$ cat src/rtl/legv8_control_unit_if.sv
// Control-unit <-> datapath bundle: instruction/flags in, control word and immediate out.
// master = control unit, slave = datapath.
interface legv8_control_unit_if;
    logic [31:0] IR_out;
    logic [4:0]  status;
    logic [3:0]  current_status;
    logic [39:0] ControlWord;
    logic [63:0] constant;
    logic [2:0]  state;
    logic        halted;

    modport master (
        input  IR_out, status, current_status,
        output ControlWord, constant, state, halted
    );

    modport slave (
        output IR_out, status, current_status,
        input  ControlWord, constant, state, halted
    );
endinterface

$ cat src/rtl/legv8_control_unit.sv
// Multi-cycle LEGv8 control unit: FETCH/EXEC/LOAD2/CBR sequencing into a 40-bit ControlWord.
// Define LEGV8_CU_ILLEGAL_HALT_EN to halt on illegal opcodes instead of treating them as NOP.
module legv8_control_unit #(
    parameter logic [1:0] FETCH_DS = 2'b11,
    parameter logic [1:0] SIZE_DW  = 2'b11
) (
    input logic                  clock,
    input logic                  reset,
    legv8_control_unit_if.master cu
);

    typedef enum logic [2:0] {
        FETCH = 3'd0,
        EXEC  = 3'd1,
        LOAD2 = 3'd2,
        CBR   = 3'd3,
        HALT  = 3'd4
    } state_e;

    typedef struct packed {
        logic [6:0] rsvd;
        logic [1:0] ds;
        logic [1:0] ps;
        logic       as_pc;
        logic       bs_k;
        logic       il;
        logic       sl;
        logic [4:0] fs;
        logic       c0;
        logic [1:0] size;
        logic       mw;
        logic       rw;
        logic [4:0] da;
        logic [4:0] sa;
        logic [4:0] sb;
    } cw_t;

    localparam logic [4:0] FS_AND = 5'b00000;
    localparam logic [4:0] FS_ORR = 5'b00100;
    localparam logic [4:0] FS_ADD = 5'b01000;
    localparam logic [4:0] FS_SUB = 5'b01001;

    state_e      state_q, state_d;
    logic        flag_q, flag_d;
    logic [31:0] ir;
    logic [63:0] imm12_k, d9_k, br26_k, br19_k;
    cw_t         r_word, i_word, m_word, cw;
    logic [63:0] k;
    logic [1:0]  ps_sel;

    // ARM condition codes on {N,Z,C,V}; odd codes invert the even base, except 1111 (always).
    function automatic logic cond_true(input logic [3:0] cond, input logic [3:0] nzcv);
        logic n, z, c, v, base;
        n = nzcv[3];
        z = nzcv[2];
        c = nzcv[1];
        v = nzcv[0];
        case (cond[3:1])
            3'b000:  base = z;
            3'b001:  base = c;
            3'b010:  base = n;
            3'b011:  base = v;
            3'b100:  base = c & ~z;
            3'b101:  base = (n == v);
            3'b110:  base = ~z & (n == v);
            default: base = 1'b1;
        endcase
        return (cond[0] && cond[3:1] != 3'b111) ? ~base : base;
    endfunction

    // NOTE: synchronous reset lives inside the clocked block; state uses <= only.
    always_ff @(posedge clock) begin
        if (reset) begin
            state_q <= FETCH;
            flag_q  <= 1'b0;
        end else begin
            state_q <= state_d;
            flag_q  <= flag_d;
        end
    end

    assign ir      = cu.IR_out;
    assign imm12_k = {52'b0, ir[21:10]};
    assign d9_k    = {{55{ir[20]}}, ir[20:12]};
    assign br26_k  = {{36{ir[25]}}, ir[25:0], 2'b00};
    assign br19_k  = {{43{ir[23]}}, ir[23:5], 2'b00};

    always_comb begin
        r_word    = '0;
        r_word.da = ir[4:0];
        r_word.sa = ir[9:5];
        r_word.sb = ir[20:16];
        r_word.rw = 1'b1;

        i_word      = '0;
        i_word.da   = ir[4:0];
        i_word.sa   = ir[9:5];
        i_word.rw   = 1'b1;
        i_word.bs_k = 1'b1;

        m_word      = '0;
        m_word.sa   = ir[9:5];
        m_word.bs_k = 1'b1;
        m_word.fs   = FS_ADD;
        m_word.size = SIZE_DW;
    end

    // NOTE: every output of this block is defaulted first so no path infers a latch.
    always_comb begin
        cw      = '0;
        k       = '0;
        ps_sel  = 2'b01;
        state_d = state_q;
        flag_d  = flag_q;

        case (state_q)
            FETCH: begin
                cw.as_pc = 1'b1;
                cw.ds    = FETCH_DS;
                cw.il    = 1'b1;
                cw.size  = SIZE_DW;
                state_d  = EXEC;
            end

            EXEC: begin
                state_d = FETCH;
                casez (ir[31:21])
                    11'b10001011000: begin cw = r_word; cw.fs = FS_ADD; end
                    11'b11001011000: begin cw = r_word; cw.fs = FS_SUB; cw.c0 = 1'b1; end
                    11'b10001010000: begin cw = r_word; cw.fs = FS_AND; end
                    11'b10101010000: begin cw = r_word; cw.fs = FS_ORR; end
                    11'b11101011000: begin
                        cw    = r_word;
                        cw.fs = FS_SUB;
                        cw.c0 = 1'b1;
                        cw.sl = 1'b1;
                    end
                    11'b1001000100?: begin cw = i_word; cw.fs = FS_ADD; k = imm12_k; end
                    11'b1101000100?: begin cw = i_word; cw.fs = FS_SUB; cw.c0 = 1'b1; k = imm12_k; end
                    11'b1001001000?: begin cw = i_word; cw.fs = FS_AND; k = imm12_k; end
                    11'b1011001000?: begin cw = i_word; cw.fs = FS_ORR; k = imm12_k; end
                    11'b11111000000: begin
                        cw    = m_word;
                        cw.sb = ir[4:0];
                        cw.mw = 1'b1;
                        cw.ds = 2'b01;
                        k     = d9_k;
                    end
                    11'b11111000010: begin
                        cw      = m_word;
                        cw.da   = ir[4:0];
                        cw.ds   = 2'b11;
                        k       = d9_k;
                        ps_sel  = 2'b00;
                        state_d = LOAD2;
                    end
                    11'b000101?????: begin
                        ps_sel = 2'b11;
                        k      = br26_k;
                    end
                    11'b01010100???: begin
                        ps_sel = cond_true(ir[3:0], cu.current_status) ? 2'b11 : 2'b01;
                        k      = br19_k;
                    end
                    11'b1011010????: begin
                        cw.sa   = 5'd31;
                        cw.sb   = ir[4:0];
                        cw.fs   = FS_ORR;
                        ps_sel  = 2'b00;
                        flag_d  = cu.status[0] ^ ir[24];
                        state_d = CBR;
                    end
                    default: begin
`ifdef LEGV8_CU_ILLEGAL_HALT_EN
                        ps_sel  = 2'b00;
                        state_d = HALT;
`else
                        ps_sel  = 2'b01;
`endif
                    end
                endcase
                cw.ps = ps_sel;
            end

            // Second LDUR cycle: same address/data path, now writing the register and advancing PC.
            LOAD2: begin
                cw      = m_word;
                cw.da   = ir[4:0];
                cw.ds   = 2'b11;
                cw.rw   = 1'b1;
                cw.ps   = 2'b01;
                k       = d9_k;
                state_d = FETCH;
            end

            CBR: begin
                cw.ps   = flag_q ? 2'b11 : 2'b01;
                k       = br19_k;
                state_d = FETCH;
            end

            HALT: begin
`ifdef LEGV8_CU_ILLEGAL_HALT_EN
                state_d = HALT;
`else
                state_d = FETCH;
`endif
            end

            default: state_d = FETCH;
        endcase
    end

    assign cu.ControlWord = reset ? 40'd0 : cw;
    assign cu.constant    = reset ? 64'd0 : k;
    assign cu.state       = state_q;
`ifdef LEGV8_CU_ILLEGAL_HALT_EN
    assign cu.halted      = (state_q == HALT);
`else
    assign cu.halted      = 1'b0;
`endif

endmodule

$ cat src/flat_wrapper.sv
// flat-port wrapper written by rule: the top's interface ports become plain ports
module legv8_control_unit_flat 
#(
    parameter logic [1:0] FETCH_DS = 2'b11,
    parameter logic [1:0] SIZE_DW  = 2'b11
)
  (clock, reset, cu_IR_out, cu_status, cu_current_status, cu_ControlWord, cu_constant, cu_state, cu_halted);
  legv8_control_unit_if cu_i ();
  input logic clock;
  input logic reset;
  input wire logic [$bits(cu_i.IR_out)-1:0] cu_IR_out;
  input wire logic [$bits(cu_i.status)-1:0] cu_status;
  input wire logic [$bits(cu_i.current_status)-1:0] cu_current_status;
  output wire logic [$bits(cu_i.ControlWord)-1:0] cu_ControlWord;
  output wire logic [$bits(cu_i.constant)-1:0] cu_constant;
  output wire logic [$bits(cu_i.state)-1:0] cu_state;
  output wire logic [$bits(cu_i.halted)-1:0] cu_halted;
  assign cu_i.IR_out = cu_IR_out;
  assign cu_i.status = cu_status;
  assign cu_i.current_status = cu_current_status;
  assign cu_ControlWord = cu_i.ControlWord;
  assign cu_constant = cu_i.constant;
  assign cu_state = cu_i.state;
  assign cu_halted = cu_i.halted;
  legv8_control_unit #(.FETCH_DS(FETCH_DS), .SIZE_DW(SIZE_DW)) u_core (.clock(clock), .reset(reset), .cu(cu_i));
endmodule
$ cat config.mk
export PLATFORM = sky130hd
export DESIGN_NAME = legv8_control_unit_flat
export DESIGN_NICKNAME = d
export VERILOG_FILES = /design/src/rtl/legv8_control_unit_if.sv /design/src/rtl/legv8_control_unit.sv /design/src/flat_wrapper.sv
export SDC_FILE = /design/constraint.sdc
export NUM_CORES = 1
export LEC_CHECK = 0
export BUFFER_PORTS_ARGS = -buffer_cell sky130_fd_sc_hd__buf_4
export CORE_ASPECT_RATIO = 1.1
export CORE_MARGIN = 2
export CORE_UTILIZATION = 44
export CTS_CLUSTER_DIAMETER = 100
export DETAILED_ROUTE_END_ITERATION = 16
export PLACE_DENSITY = 0.83
export SYNTH_ARGS = -nofsm -noshare
export SYNTH_HDL_FRONTEND = slang
export SYNTH_SLANG_ARGS = --single-unit
$ cat constraint.sdc
create_clock -name clock -period 3.24 [get_ports clock]
set_input_delay 0.162 -clock clock [delete_from_list [all_inputs] [get_ports clock]]
set_output_delay 0.162 -clock clock [all_outputs]
set_load 0.03 [all_outputs]
### Word level (Yosys, flattened, before mapping)

Index checks and enable logic that the tools add are counted.

| word-level totals | value |
|---|---|
| word-level logic and storage cells | 71 |
| output and inout port bits | 108 |
| register bits after elaboration | 4 |

| operators by class | value |
|---|---|
| reduce and logical (&&, ||, !) cells | 14 |
| equality and inequality tests | 25 |
| mux-type cells | 25 |
| bitwise logic cells | 5 |

Operators with widths:

| operator | count |
|---|---|
| one-hot mux 64 bit (4 select lines) | 1 |
| one-hot mux 64 bit (3 select lines) | 1 |
| one-hot mux 10 bit (4 select lines) | 2 |
| == test 11 bit, second input constant | 7 |
| 2-to-1 mux 64 bit | 1 |
| == test 10 bit, second input constant | 4 |
| one-hot mux 17 bit (2 select lines) | 1 |
| 2-to-1 mux 33 bit | 1 |
| one-hot mux 8 bit (4 select lines) | 1 |
| one-hot mux 7 bit (2 select lines) | 1 |
| == test 3 x 2 -> 1 bit, second input constant | 4 |
| one-hot mux 2 bit (2 select lines) | 3 |
| one-hot mux 2 bit (3 select lines) | 2 |
| one-hot mux 4 bit (3 select lines) | 1 |
| OR reduction 5 bit | 2 |
| == test 3 bit, second input constant | 3 |
| == test 8 x 7 -> 1 bit, second input constant | 1 |
| OR reduction 4 bit | 2 |
| == test 7 bit, second input constant | 1 |
| one-hot mux 1 bit (7 select lines) | 1 |
| == test 3 x 1 -> 1 bit, second input constant | 2 |
| == test 6 x 3 -> 1 bit, second input constant | 1 |
| zero test 3 bit | 2 |
| one-hot mux 1 bit (2 select lines) | 3 |
| other kinds (13) | 21 |

### Logic depth before layout (Yosys ltp)

| logic depth | value |
|---|---|
| depth in word-level cells | 11 |
| depth in mapped cells | 8 |
| depth with buffers taken out | 7 |

### Worst setup path after synthesis

Ideal clock, no wire load.

| path | value |
|---|---|
| path kind | flip-flop to output port |
| start | register u_core.state_q[1] (netlist: u_core.cu.state[1]) |
| end | output cu_constant[28] |
| stages on the path, launching flop included | 8 |
| setup slack | 0.371 ns |
| arrival time | 2.707 ns |
| path through | dfxtp_1 -> inv_1 -> ha_1 -> or2_2 -> clkbuf_1 -> nor2_1 -> a21o_1 -> buf_4 |

| between the ends | value |
|---|---|
| cells in the longest elaborated chain, start to end | 3 |

RTL lines:

| element | RTL line | source |
|---|---|---|
| start: declaration | legv8_control_unit.sv:43 | `state_e state_q, state_d;` |
| start signal: assignment | legv8_control_unit.sv:77 | `state_q <= state_d;` |
| == test 3 x 2 -> 1 bit / == test 3 x 1 -> 1 bit (equally long branches) | legv8_control_unit.sv:116 | `case (state_q)` |
| one-hot mux 64 bit (3 select lines) (*) | legv8_control_unit.sv:116 |  |
| 2-to-1 mux 64 bit (*) | legv8_control_unit.sv:215 | `assign cu.constant = reset ? 64'd0 : k;` |
| end: declaration | flat_wrapper.sv:15 | `output wire logic [$bits(cu_i.constant)-1:0] cu_constant;` |

Mark *: on every way between the ends. The rest lies on a longest branch, timed or not.

### Worst setup path after layout

| path | value |
|---|---|
| start | register u_core.state_q[1] (netlist: u_core.cu.state[1]) |
| end | output cu_constant[51] |

Same word-level chain as after synthesis.

==> results.cfg <==
[worst_setup_path]
startpoint_type = flop
crit_chain = ha_1 > a21oi_1 > nor2_1 > a21o_1 > buf_4 > buf_4
path_class = reg -> out
slowest_delay_ns = 0.69
worstSetupEndpointType = output port
cp_data_arrival_time_ns = 2.57
critPathBufInv = 2
crit_top_cell = buf_4
crit_family = adder cells
r2r_cells = 4
slowest_stage = ha_1
critPathMaxFanout = 37
required_ns = 3.08
cp_num_cells = 6
startpoint = u_core.cu.state[1]$_SDFF_PP0_
crit_end = cu_constant[51]
regToRegSetupSlack_ns = 1.78
rr_endpoint = u_core.flag_q$_SDFFE_PP0P_
r2r-start = u_core.cu.state[1]$_SDFF_PP0_

[drt]
wl_met3_um = 786
wl_met1_mm = 3.19
ant_nets = 0
wire_per_inst_um = 17.0
drc_errors = 0
dr.pass1.iters = 5
wl_met2_mm = 3.98
drt_iter0_drc = 455
totalWireLength_mm = 8.16
dr.max_layer_used = met4
vias = 2887
avgViaCountPerCell = 6.01

[timing]
slew_headroom_pct = 50.8
finalClockSkew_ns = 0.00179
rsz0062_at_grt = false
final_hold_viol_count = 0
drv_slew = 0
max_freq_mhz = 367
worstMarginPinSlew_ns = 0.738
finalSetupViolations = 0
post-route-min-period_ns = 2.73
worst_slack_ns = 0.512
period_share_pct = 84.2
tns_ns = 0

[global_routing]
grt_max_degree = 38
grt_pass1_vias = 2581
antenna_found_initial = 0
grt_pass1_wl_mm = 12.5
gr-total-overflow = 0
grt_usage_pct = 25.9

[placed_design]
routabilityCongestion = 0.964
placed_area_um2 = 3040
place_ws_ns = 0.779
dp_hpwl_mm = 6.14
io_buffers = 135

[run]
max_cap_violations = 0

[clock_network]
numCtsBuffers = 3
clock_latency_ns = 0.21
cts_tree = done
postCtsHoldBufs = 0
cts.sinks = 3
cts_setup_buffers = 0
ctsResizeCount = 0
cts.reportedPaths.clkPinSlew_ns = 0.03
clockBufferDepth = 2
ctsRootBufferMaster = clkbuf_8
cts_max_level = 1

[yosys]
ys_seq_elements = 3
syn_area_per_cell_um2 = 7.25
synth_top_area_cell = buf_4
synth_warnings = 0
synth_top_area_share_pct = 18.1
seq_area_frac_synth_pct = 2.54
synth-async-reset-ratio_pct = 0
synth_edf_count = 0
yosysUniqueCellTypes = 65
synth-main-ff-cell = dfxtp_1
synth_cells = 326
syn_area_um2 = 2360
synthTopCellsByArea = buf_4, a21o_1, a221oi_2

[pwr]
ir_worst_vdd_mv = 0.243
leakagePower_nw = 1.45
p_per_area_nw_per_um2 = 113

[floorplan]
die_w_um = 73.9
design.die.area_um2 = 5970
die_height_um = 80.9
initial_utilization_pct = 46.3
rows = 27
io_pins = 151
core_um2 = 5100

[final_layout]
drive_gt1_share_pct = 43.6
syn_to_final_growth_pct = 30.7
fin_nets = 456
num_antenna_cells = 0
fin_area_um2 = 3090

[status]
status = finished, final reports clean

[hold_path]
hold_path_class = in -> reg
==> area by class of cell <==
cell class | count | area, um2
flip-flops and latches | 3 | 60.1
fillers | 491 | 2010
multi-input cells | 252 | 1800
inverters | 7 | 26.3
repair buffers | 142 | 1070
well taps | 72 | 90.1
clock buffers | 4 | 45.0
==> report_power, final <==
part	total, mW	switching (mW)	internal [mW]
registers	0.0395	0.00129	0.0382
clock network	0.108	0.0239	0.0838
logic	0.200	0.129	0.0718
total	0.348	0.154	0.194
==> per-layer routing <==
| layer | up-vias | global-route usage (%) |
|---|---|---|
| met1 | 1331 | 33.7 |
| li1 | 1333 | - |
| met4 | 0 | 8.73 |
| met3 | 23 | 2.73 |
| met2 | 200 | 44.0 |
| met5 | - | 0 |
==> cell families (layout without fill, tap and decap cells) <==
family / count (synthesis) / count (layout) / share of synthesized area (%)
multiplexers: 1 / 1 / 0.953
buffers and inverters: 81 / 153 / 22.8
AND/OR/NAND/NOR: 114 / 114 / 30.0
XOR/XNOR: 4 / 4 / 1.48
flip-flops: 3 / 3 / 2.54
other: 1 / 11 / 0.159
AO/OA/AOI/OAI: 118 / 118 / 39.9
adder cells (fa/ha/maj): 4 / 4 / 2.12
==> Yosys cell counts (all sizes together), types with 2 or more instances <==
cell     number
nor3         11
nor4bb        2
ha            4
dfxtp         3
o2bb2ai       2
a221o         7
xnor2         3
nand4         2
o21ai         6
clkbuf        8
nor2         31
a211oi        9
nand2        19
inv           7
o22ai         5
a21oi        22
buf          66
a22o          4
a22oi        13
nor4b         3
a21o         20
a31oi         5
nand3         8
nor4          2
nand3b        5
o211ai        2
or2           6
nor3b         6
nor2b        12
a221oi       14
==> worst register-to-register path: cells and delay by family, from the launching register on <==
family | cells | cell delay, ns
fa+ha+maj | 1 | 0.53
simple gates | 1 | 0.21
flops | 1 | 0.36
buf+inv | 1 | 0.10
compound gates | 1 | 0.17
==> layout by cell type, fill, tap and decap left out, types with 5 or more instances in the layout <==
cell type	instances
a211oi_1	5
a21o_1	20
a21oi_1	21
a221o_1	7
a221oi_1	6
a221oi_2	8
a22oi_1	13
a31oi_1	5
buf_4	142
conb_1	11
inv_1	7
nand2_1	19
nand3_1	8
nor2_1	29
nor2b_1	12
nor3_1	7
nor3b_1	6
o22ai_1	5
==> state kept, by name (all words and copies together), names as in the netlist <==
register	cells
u_core.cu.state	2
u_core.flag_q	1
==> worst min path at each step <==
stage,startpoint,slack [ns],depth (start not counted),to
floorplan,cu_status[0],0.37,3,u_core.flag_q$_SDFFE_PP0P_
global placement,reset,0.41,2,u_core.cu.state[0]$_SDFF_PP0_
detailed placement,reset,0.43,2,u_core.cu.state[0]$_SDFF_PP0_
CTS,reset,0.20,2,u_core.cu.state[0]$_SDFF_PP0_
global route,reset,0.23,2,u_core.cu.state[1]$_SDFF_PP0_
finish,reset,0.20,2,u_core.cu.state[0]$_SDFF_PP0_
==> metrics by stage <==
stage / hold WS, ns / total power [mW] / cells / utilization, %
detailed placement: 0.425 / 0.236 / 476 / 59.7
CTS: 0.200 / 0.346 / 480 / 60.5
global route: 0.226 / 0.363 / 480 / 60.5
finish: 0.205 / 0.348 / 480 / 60.5
floorplan: 0.371 / 0.164 / 336 / -
global placement: 0.414 / 0.234 / 476 / 59.7
Power figures use the tool's default switching activity.
